===== config.mk =====
export PLATFORM = sky130hd
export DESIGN_NAME = bru_resolve_pipe
export DESIGN_NICKNAME = d
export VERILOG_FILES = /design/src/rtl/bru_resolve_pipe_pkg.sv /design/src/rtl/bru_eval.sv /design/src/rtl/bru_resolve_pipe.sv
export SDC_FILE = /design/constraint.sdc
export NUM_CORES = 1
export LEC_CHECK = 0
export CAP_MARGIN = 25
export CORE_MARGIN = 1.5
export CORE_UTILIZATION = 56
export DETAILED_ROUTE_END_ITERATION = 8
export DONT_BUFFER_PORTS = 1
export HOLD_SLACK_MARGIN = 0.12
export PLACE_DENSITY = 0.78
export REMOVE_ABC_BUFFERS = 1
export SETUP_SLACK_MARGIN = 0.15
export SLEW_MARGIN = 5
export SYNTH_ARGS = -nofsm -noshare
export SYNTH_HDL_FRONTEND = slang
export SYNTH_SLANG_ARGS = --single-unit

===== constraint.sdc =====
create_clock -name clk -period 6.1 [get_ports clk]
set_input_delay 1.22 -clock clk [delete_from_list [all_inputs] [get_ports clk]]
set_output_delay 1.22 -clock clk [all_outputs]
set_load 0.005 [all_outputs]

===== src/rtl/bru_resolve_pipe_pkg.sv =====
// Shared definitions for the branch resolution unit: opcode encodings,
// default datapath width and the slot state encoding.
package bru_resolve_pipe_pkg;

`ifdef LA64
   localparam int GRLEN_DEF = 64;
`else
   localparam int GRLEN_DEF = 32;
`endif

   localparam int BRU_CODE_W = 4;

   localparam logic [BRU_CODE_W-1:0] LSOC1K_BRU_EQZ = 4'd0;
   localparam logic [BRU_CODE_W-1:0] LSOC1K_BRU_NEZ = 4'd1;
   localparam logic [BRU_CODE_W-1:0] LSOC1K_BRU_EQ  = 4'd2;
   localparam logic [BRU_CODE_W-1:0] LSOC1K_BRU_NE  = 4'd3;
   localparam logic [BRU_CODE_W-1:0] LSOC1K_BRU_LT  = 4'd4;
   localparam logic [BRU_CODE_W-1:0] LSOC1K_BRU_GE  = 4'd5;
   localparam logic [BRU_CODE_W-1:0] LSOC1K_BRU_LTU = 4'd6;
   localparam logic [BRU_CODE_W-1:0] LSOC1K_BRU_GEU = 4'd7;
   localparam logic [BRU_CODE_W-1:0] LSOC1K_BRU_JR  = 4'd8;
   localparam logic [BRU_CODE_W-1:0] LSOC1K_BRU_BL  = 4'd9;
   localparam logic [BRU_CODE_W-1:0] LSOC1K_BRU_B   = 4'd10;

   typedef enum logic [1:0] {
      ST_IDLE = 2'd0,
      ST_FULL = 2'd1,
      ST_HOLD = 2'd2
   } bru_state_e;

endpackage


===== src/rtl/bru_eval.sv =====
// Combinational branch evaluation: condition, resolved target, link PC and
// comparison against the front-end prediction.
module bru_eval #(
   parameter int GRLEN      = 32,
   parameter int BRU_CODE_W = 4
) (
   input  logic [BRU_CODE_W-1:0] op,
   input  logic [GRLEN-1:0]      a,
   input  logic [GRLEN-1:0]      b,
   input  logic [GRLEN-1:0]      pc,
   input  logic [GRLEN-1:0]      offset,
   input  logic                  pred_taken,
   input  logic [GRLEN-1:0]      pred_target,
   output logic                  taken,
   output logic [GRLEN-1:0]      target,
   output logic [GRLEN-1:0]      link_pc,
   output logic                  mispredict
);
   import bru_resolve_pipe_pkg::*;

   logic             is_jr;
   logic [GRLEN-1:0] seq_pc;
   logic [GRLEN-1:0] br_pc;
   logic [GRLEN-1:0] jr_pc;

   always_comb begin
      taken = 1'b0;
      is_jr = 1'b0;
      case (op)
         BRU_CODE_W'(LSOC1K_BRU_EQZ): taken = (a == '0);
         BRU_CODE_W'(LSOC1K_BRU_NEZ): taken = (a != '0);
         BRU_CODE_W'(LSOC1K_BRU_EQ):  taken = (a == b);
         BRU_CODE_W'(LSOC1K_BRU_NE):  taken = (a != b);
         BRU_CODE_W'(LSOC1K_BRU_LT):  taken = ($signed(a) <  $signed(b));
         BRU_CODE_W'(LSOC1K_BRU_GE):  taken = ($signed(a) >= $signed(b));
         BRU_CODE_W'(LSOC1K_BRU_LTU): taken = (a <  b);
         BRU_CODE_W'(LSOC1K_BRU_GEU): taken = (a >= b);
         BRU_CODE_W'(LSOC1K_BRU_JR):  begin taken = 1'b1; is_jr = 1'b1; end
         BRU_CODE_W'(LSOC1K_BRU_BL):  taken = 1'b1;
         BRU_CODE_W'(LSOC1K_BRU_B):   taken = 1'b1;
         default:                     taken = 1'b0;
      endcase

      // Sequential and branch targets are word-aligned; the JR target is not.
      seq_pc  = {pc[GRLEN-1:2] + (GRLEN-2)'(1), 2'b00};
      br_pc   = {pc[GRLEN-1:2], 2'b00} + offset;
      jr_pc   = a + offset;
      target  = is_jr ? jr_pc : (taken ? br_pc : seq_pc);
      link_pc = pc + GRLEN'(4);

      mispredict = (taken != pred_taken) || (taken && (target != pred_target));
   end

endmodule


===== src/rtl/bru_resolve_pipe.sv =====
// Registered branch resolution stage: one-entry slot with a hold state that
// parks a misprediction until the pipeline allows the redirect.
module bru_resolve_pipe #(
   parameter int GRLEN      = 32,
   parameter int BRU_CODE_W = 4,
   parameter int CNT_W      = 32
) (
   input  logic                  clk,
   input  logic                  reset,
   input  logic                  in_valid,
   output logic                  in_ready,
   input  logic [BRU_CODE_W-1:0] in_op,
   input  logic [GRLEN-1:0]      in_a,
   input  logic [GRLEN-1:0]      in_b,
   input  logic [GRLEN-1:0]      in_pc,
   input  logic [GRLEN-1:0]      in_offset,
   input  logic                  in_pred_taken,
   input  logic [GRLEN-1:0]      in_pred_target,
   input  logic                  cancel_allow,
   input  logic                  flush,
   output logic                  out_valid,
   output logic                  out_cancel,
   output logic [GRLEN-1:0]      out_target,
   output logic                  out_taken,
   output logic [GRLEN-1:0]      out_link_pc,
   output logic [GRLEN-1:0]      out_pc,
   output logic [CNT_W-1:0]      stat_branches,
   output logic [CNT_W-1:0]      stat_mispredicts
);
   import bru_resolve_pipe_pkg::*;

   bru_state_e       state_reg, state_next;
   logic             transfer;
   logic             slot_full;

   logic             eval_taken, eval_mispredict;
   logic [GRLEN-1:0] eval_target, eval_link_pc;

   logic             taken_reg, mispredict_reg;
   logic [GRLEN-1:0] target_reg, link_pc_reg, pc_reg;
   logic [CNT_W-1:0] branches_reg, mispredicts_reg;

   bru_eval #(
      .GRLEN      (GRLEN),
      .BRU_CODE_W (BRU_CODE_W)
   ) u_eval (
      .op          (in_op),
      .a           (in_a),
      .b           (in_b),
      .pc          (in_pc),
      .offset      (in_offset),
      .pred_taken  (in_pred_taken),
      .pred_target (in_pred_target),
      .taken       (eval_taken),
      .target      (eval_target),
      .link_pc     (eval_link_pc),
      .mispredict  (eval_mispredict)
   );

   always_comb begin
      state_next = state_reg;
      in_ready   = 1'b0;
      out_valid  = 1'b0;
      out_cancel = 1'b0;
      case (state_reg)
         ST_IDLE: in_ready = !flush;
         ST_FULL: begin
            if (!flush) begin
               if (!mispredict_reg) begin
                  out_valid = 1'b1;
                  in_ready  = 1'b1;
               end else if (cancel_allow) begin
                  out_valid  = 1'b1;
                  out_cancel = 1'b1;
               end
            end
         end
         ST_HOLD: begin
            if (!flush && cancel_allow) begin
               out_valid  = 1'b1;
               out_cancel = 1'b1;
            end
         end
         default: ;
      endcase

      transfer = in_valid && in_ready;

      // A correctly predicted slot retires while the next branch loads.
      if (flush) begin
         state_next = ST_IDLE;
      end else begin
         case (state_reg)
            ST_IDLE: state_next = transfer ? ST_FULL : ST_IDLE;
            ST_FULL: begin
               if (!mispredict_reg) state_next = transfer ? ST_FULL : ST_IDLE;
               else                 state_next = cancel_allow ? ST_IDLE : ST_HOLD;
            end
            ST_HOLD: state_next = cancel_allow ? ST_IDLE : ST_HOLD;
            default: state_next = ST_IDLE;
         endcase
      end

      // A pending cancel must never escape while reset is asserted.
      if (reset) begin
         out_valid  = 1'b0;
         out_cancel = 1'b0;
      end
   end

   always_ff @(posedge clk) begin
      if (reset) begin
         state_reg       <= ST_IDLE;
         taken_reg       <= 1'b0;
         mispredict_reg  <= 1'b0;
         target_reg      <= '0;
         link_pc_reg     <= '0;
         pc_reg          <= '0;
         branches_reg    <= '0;
         mispredicts_reg <= '0;
      end else begin
         state_reg <= state_next;
         if (transfer) begin
            taken_reg      <= eval_taken;
            mispredict_reg <= eval_mispredict;
            target_reg     <= eval_target;
            link_pc_reg    <= eval_link_pc;
            pc_reg         <= in_pc;
         end
         if (out_valid)  branches_reg    <= branches_reg + CNT_W'(1);
         if (out_cancel) mispredicts_reg <= mispredicts_reg + CNT_W'(1);
      end
   end

   assign slot_full        = (state_reg != ST_IDLE);
   assign out_target       = slot_full ? target_reg  : '0;
   assign out_taken        = slot_full ? taken_reg   : 1'b0;
   assign out_link_pc      = slot_full ? link_pc_reg : '0;
   assign out_pc           = slot_full ? pc_reg      : '0;
   assign stat_branches    = branches_reg;
   assign stat_mispredicts = mispredicts_reg;

endmodule


==> results of run 1 <==
==> cells in the mapped netlist, types with 9 or more instances <==
| master | instances | area share [%] |
|---|---|---|
| nor4_1 | 20 | 0.93 |
| xor2_1 | 72 | 4.7 |
| nor2_1 | 179 | 5.0 |
| o31ai_1 | 13 | 0.73 |
| ha_1 | 99 | 9.2 |
| nand3_1 | 59 | 2.2 |
| nor2b_1 | 103 | 4.8 |
| a211oi_1 | 51 | 2.9 |
| and3_1 | 39 | 1.8 |
| clkbuf_1 | 78 | 2.2 |
| o21ai_0 | 56 | 2.1 |
| inv_1 | 62 | 1.7 |
| dfxtp_1 | 162 | 24 |
| and2_1 | 12 | 0.56 |
| nand4_1 | 40 | 1.9 |
| o211ai_1 | 12 | 0.67 |
| or3_1 | 33 | 1.5 |
| nand2b_1 | 11 | 0.51 |
| a21o_1 | 30 | 1.7 |
| nand2_1 | 202 | 5.7 |
| xnor2_1 | 70 | 4.6 |
| o21a_1 | 10 | 0.56 |
| a21oi_1 | 162 | 6.0 |
| nor3_1 | 40 | 1.5 |
| and4_1 | 9 | 0.59 |
==> worst register-to-register path, delay by kind of cell, from the launching register on <==
kind,cells,cell delay [ns]
AOI/OAI and AO/OA,2,0.27
adders and majority gates,1,0.27
buffers and inverters,1,0.10
DFF,1,0.37
and+or+nand+nor,6,2.39
==> routing by layer <==
metal  wire, um  GRT usage (%)  part of all wire [%]  up-vias
met5          0              0                     0        -
met2      18980          53.28                    43      675
met4       1746          14.24                   4.0        0
met1      18250          42.96                    42     6107
li1           -              -                     -     6358
met3       4956          10.81                    11      108
==> area by class of cell <==
class	instances	area [um2]	area share (%)
Clock inverter	15	163.9	1.158
Sequential cell	162	3243	22.91
Tap cell	319	399.1	2.820
Clock buffer	17	425.4	3.005
Timing Repair Buffer	13	97.59	0.6894
Multi-Input combinational cell	1483	9594	67.77
Inverter	62	232.7	1.644
==> worst min path at each step <==
| stage | from | endpoint | slack, ns | cells past startpoint |
|---|---|---|---|---|
| floorplan | target_reg[15]$_SDFFE_PP0P_ | target_reg[15]$_SDFFE_PP0P_ | 0.42 | 2 |
| global placement | target_reg[15]$_SDFFE_PP0P_ | target_reg[15]$_SDFFE_PP0P_ | 0.43 | 2 |
| detailed placement | pc_reg[23]$_SDFFE_PP0P_ | pc_reg[23]$_SDFFE_PP0P_ | 0.44 | 2 |
| CTS | target_reg[15]$_SDFFE_PP0P_ | target_reg[15]$_SDFFE_PP0P_ | 0.45 | 2 |
| global route | target_reg[15]$_SDFFE_PP0P_ | target_reg[15]$_SDFFE_PP0P_ | 0.46 | 2 |
| finish | target_reg[15]$_SDFFE_PP0P_ | target_reg[15]$_SDFFE_PP0P_ | 0.45 | 2 |
==> kinds of logic after synthesis <==
family	Yosys count	share of synthesized area (%)
AO/OA/AOI/OAI	453	22.57
adder cells (fa/ha/maj)	101	9.539
flip-flops	162	24.19
multiplexers	13	1.017
XOR/XNOR	144	9.567
buffers and inverters	155	4.517
AND/OR/NAND/NOR	772	28.60
==> through the flow <==
stage | std cells | instance area (um2) | total power, mW | utilization, %
after floorplan | 1707 | 13030 | 1.757 | -
after global placement | 2039 | 13570 | 1.934 | 57.80
after detailed placement | 2039 | 13570 | 1.945 | 57.80
after CTS | 2071 | 14160 | 3.007 | 60.31
after global routing | 2071 | 14160 | 3.146 | 60.31
final | 2071 | 14160 | 3.011 | 60.31
==> power by group through the flow <==
stage	Combinational, mW	Sequential (mW)	Clock [mW]
2_1_floorplan	0.624	1.13	0
3_3_place_gp	0.797	1.14	0
3_5_place_dp	0.807	1.14	0
4_1_cts	0.812	1.11	1.08
5_1_grt	0.909	1.12	1.12
6_report	0.832	1.11	1.07
==> layout by cell type, fill, tap and decap left out, types with 10 or more instances in the layout <==
cell type and count:
nand2b_1 11, buf_4 13, o31ai_1 13, nand2_1 201
nor3_1 40, xnor2_1 70, inv_1 62, a211oi_1 51
o21a_1 10, nor2_1 179, o21ai_0 56, o211ai_1 12
nand4_1 40, xor2_1 72, dfxtp_1 162, nor4_1 20
a21oi_1 162, clkbuf_16 17, and3_1 39, or3_1 33
and2_1 11, nor2b_1 103, ha_1 98, a21o_1 30
nand3_1 58
==> metrics.yaml, run 1 <==
antenna_left: 0
path_max_fanout: 11
vias: 13250
slew_headroom_pct: 33.03
grt_antenna_before_repair: 0
fin_nets: 2010
gp_congestion: 1.008
num-fill-cells: 2167
r2r-start: "state_reg[1]$_SDFF_PP0_"
required_ns: 6.42
fin_worst_skew_ns: 0.01575
drt_first_pass_iters: 6
hold_class: "flop to flop"
cts_hold_buf: 0
synth-edff-count: 0
cts_setup_buffers: 0
ys_warn_count: 0
place_ws_ns: 0.5179
rr_endpoint: "stat_branches[24]$_SDFFE_PP0P_"
drt_first_iter_violations: 1491
grt_pass1_vias: 12220
worst_ep_arrival_time_ns: 5.59
switching_share_pct: 34.18
synthToLayoutAreaGrowth_pct: 5.600
rsz0062_at_grt: "no"
layout-drive-gt1-share_pct: 4.281
combPwrFrac_pct: 27.6
initial_core_util_pct: 57.11
die_h_um: 157.7
crit_buf_inv: 2
worstSetupStartpointType: "primary input"
num_rows: 56
p_leak_nw: 5.415
clockPowerShare_pct: 35.4
cts-htree-levels: 4
coreArea_um2: 23470
cp.depth: 15
finalCriticalPeriod_ns: 5.269
finalSetupViolations: 0
io_pins: 334
r2r_slack_ns: 2.63
crit_path_end_kind: "flop"
drc: 0
setup_slack_ns: 0.8314
port-buffer-count: 0
cts_buffer_depth: 2
fmax_ghz: 0.1898
synthCells: 1800
worst-slew-pin-transition_ns: 1.005
grt_max_degree: 165
synth_cell_types: 92
via_per_inst: 6.397
cp_cell_sequence: "nor4_1 > nand4_1 > nor4_1 > a2111o_1 > nor2_2 > a31oi_2 > buf_4 > buf_4 > mux2i_1 > nor3_1 > a31oi_1 > nand4_1 > or4_1 > nor4_1 > o21ai_1"
cts_sinks: 162
clkLatencyLatePin_ns: 0.43
critical-path-top-delay-family: "simple AND/OR/NAND/NOR gates"
cts_tree: "built"
power.density_nw_per_um2: 212.7
status: "finished clean"
ctsRootBufferMaster: "clkbuf_16"
async_reset_ff_share_pct: 0
synth_flop_cell: "dfxtp_1"
wl_per_cell_um: 21.21
grt_overflow: 0
slowest_stage: "nor4_1"
dieArea_um2: 24880
pwr-share-seq_pct: 37.0
syn-mean-instance-area_um2: 7.447
worst_hold_slack_ns: 0.4502
yosysSeqAreaShare_pct: 24.19
drv_cap: 0
crit_top_cell: "nor4_1"
cts.clk_slew.worst_paths_ns: 0.08
grt.total_usage_pct: 34.02
cts_resized: 0
grt_pass1_wl_mm: 65.90
die_w_um: 157.7
routed_wl_mm: 43.93
power_switching_mw: 1.029
numCtsBuffers: 17
startpoint: "in_a[27]"
synth.cell_area_um2: 13410
final_hold_viol_count: 0
internal_power_mw: 1.982
report.final.slew_viol_count: 0
hpwl_mm: 34.38
ys_ff_latch: 162
ir_drop_mv: 0.1919
cp_slowest_stage_delay_ns: 0.69
reg2reg_depth: 10
fin_crit_sh_pct: 86.37
finalSetupTns_ns: 0
path_class: "primary input to flop"
diodes: 0
critPathCapture: "mispredict_reg$_SDFFE_PP0P_"
Note: power is estimated with default switching activity, not from simulation.
==> run 2, diff against run 1 <==
--- a/config.mk
+++ b/config.mk
@@ -6,12 +6,14 @@
 export NUM_CORES = 1
 export LEC_CHECK = 0
 export CAP_MARGIN = 25
+export CELL_PAD_IN_SITES_DETAIL_PLACEMENT = 1
+export CELL_PAD_IN_SITES_GLOBAL_PLACEMENT = 1
 export CORE_MARGIN = 1.5
-export CORE_UTILIZATION = 56
+export CORE_UTILIZATION = 47
 export DETAILED_ROUTE_END_ITERATION = 8
 export DONT_BUFFER_PORTS = 1
 export HOLD_SLACK_MARGIN = 0.12
-export PLACE_DENSITY = 0.78
+export PLACE_DENSITY = 0.89
 export REMOVE_ABC_BUFFERS = 1
 export SETUP_SLACK_MARGIN = 0.15
 export SLEW_MARGIN = 5
==> metrics.yaml, run 2 (synthesis results as in run 1) <==
status: "finished clean"
finalCriticalPeriod_ns: 5.096  # -0.1728 ns
grt_pass1_wl_mm: 75.59  # +15%
layout_common_cells: "nand2_1 (201), nor2_1 (179), a21oi_1 (162), dfxtp_1 (162), nor2b_1 (103)"
required_ns: 6.41  # about the same
cts.clk_slew.worst_paths_ns: 0.06  # -0.02 ns
die_w_um: 171.9  # +9.0%
final_hold_viol_count: 0  # unchanged
setup_slack_ns: 1.004  # +0.1728 ns
wl_met3_mm: 5.111  # +3.1%
cts_sinks: 162  # unchanged
finalSetupViolations: 0  # unchanged
fmax_ghz: 0.1962  # +3.4%
fin_util_pct: 50.88  # -9.4 points
synthToLayoutAreaGrowth_pct: 6.029
worst-slew-pin-transition_ns: 0.8357  # -0.1689 ns
routed_wl_mm: 50.66  # +15%
numCtsBuffers: 17  # unchanged
cts_hold_buf: 0  # unchanged
report.final.slew_viol_count: 0  # unchanged
grt.total_usage_pct: 33.17  # -0.85 points
p_leak_nw: 5.394  # -0.38%
coreArea_um2: 27930  # +19%
fin_nets: 2008  # -0.10%
m1WireLength_mm: 20.38  # +12%
finalSetupTns_ns: 0  # unchanged
io_pins: 334  # unchanged
num_rows: 61  # +8.9%
num-fill-cells: 3520  # +62%
grt_max_degree: 165  # unchanged
final_common_cell: "nand2_1"
ctsRootBufferMaster: "clkbuf_16"
vias: 13640  # +3.0%
grt_pass1_vias: 13510  # +11%
crit_path_end_kind: "flop"
path_class: "primary input to flop"
met2_length_mm: 23.57  # +24%
hold_class: "flop to flop"
fin_crit_sh_pct: 83.54  # -2.8 points
clkLatencyLatePin_ns: 0.43  # about the same
cts_resized: 0  # unchanged
via_per_inst: 6.408  # +0.17%
drv_cap: 0  # unchanged
drt_first_iter_violations: 1206  # -19%
worst_ep_arrival_time_ns: 5.41  # -0.18 ns
initial_core_util_pct: 47.99  # -9.1 points
cts-htree-levels: 4  # unchanged
grt_overflow: 0  # unchanged
dieArea_um2: 29540  # +19%
port-buffer-count: 0  # unchanged
worstSetupStartpointType: "primary input"
drc: 0  # unchanged
grt_antenna_before_repair: 1  # +1
rsz0062_at_grt: "no"
ir_drop_mv: 0.1678  # -13%
fin_worst_skew_ns: 0.01025  # -0.005493 ns
cts_buffer_depth: 2  # unchanged
drt_first_pass_iters: 5  # -1
slew_headroom_pct: 43.86  # +11 points
gp_congestion: 0.9515  # -5.6%
antenna_left: 0  # unchanged
path_max_fanout: 18  # +7
wl_per_cell_um: 23.80  # +12%
cts_setup_buffers: 0  # unchanged
routed.top_layer: "met4"
layout-drive-gt1-share_pct: 4.000  # -0.28 points
power.density_nw_per_um2: 213.3  # +0.30%
place_ws_ns: 0.6186  # +0.1007 ns
die_h_um: 171.9  # +9.0%
hpwl_mm: 39.54  # +15%
cts_tree: "built"
## run 2: cell count changes in the layout (fill, tap and decap cells not counted), moves of 2 or more
cell and delta:
clkinv_8 -3, clkbuf_8 +3, buf_4 -3, inv_8 -5, clkbuf_1 +3, clkinvlp_4 +2
## run 2: final timing paths
| check | slack [ns] | depth (start not counted) | from | to |
|---|---|---|---|---|
| min reg2reg | 0.44 | 2 | pc_reg[11]$_SDFFE_PP0P_ | pc_reg[11]$_SDFFE_PP0P_ |
| max reg2reg | 2.56 | 10 | state_reg[1]$_SDFF_PP0_ | stat_branches[26]$_SDFFE_PP0P_ |
| max | 1.00 | 16 | in_b[31] | mispredict_reg$_SDFFE_PP0P_ |
| min | 0.44 | 2 | pc_reg[11]$_SDFFE_PP0P_ | pc_reg[11]$_SDFFE_PP0P_ |
## run 2: cell type report
cell class,count,area [um2],area share (%)
Clock inverter,9,95.09,0.6690
Inverter,62,232.7,1.637
Timing Repair Buffer,11,95.09,0.6690
Antenna cell,1,2.502,0.01761
Multi-Input combinational cell,1483,9594,67.50
Sequential cell,162,3243,22.82
Clock buffer,23,478.0,3.363
Tap cell,378,473.0,3.327
## run 2: worst max-delay path: stages
cell	delay, ns
inv_1	0.02
ha_1	0.33
nand4_1	0.20
nor4_1	0.10
and2_1	0.22
a2111oi_1	0.60
nor2_2	0.30
a31oi_2	0.52
buf_4	0.34
mux2i_1	0.39
nor3_1	0.12
a31oi_1	0.19
nand4_1	0.10
or4_1	0.42
nor4_1	0.26
o21ai_1	0.09
## run 2: power by group
group          leakage [nW]  switching (mW)  internal (mW)  total [mW]
clock network         0.267           0.462          0.600        1.06
logic                  3.81           0.519          0.335       0.854
registers              1.32          0.0192           1.10        1.12
total                  5.39            1.00           2.03        3.03
## run 2: routing by layer
layer / track usage (%) / up-vias
li1: - / 6337
met1: 39.06 / 6659
met2: 55.75 / 549
met3: 11.03 / 97
met4: 12.44 / 0
met5: 0 / -
## run 2: metrics by stage
stage | power [mW] | hold slack (ns) | area [um2] | cells
finish | 3.032 | 0.4430 | 14210 | 2129
global route | 3.169 | 0.4593 | 14210 | 2128
CTS | 3.034 | 0.4450 | 14190 | 2127
detailed placement | 1.970 | 0.4364 | 13620 | 2095
global placement | 1.940 | 0.4310 | 13620 | 2095
floorplan | 1.757 | 0.4212 | 13030 | 1707
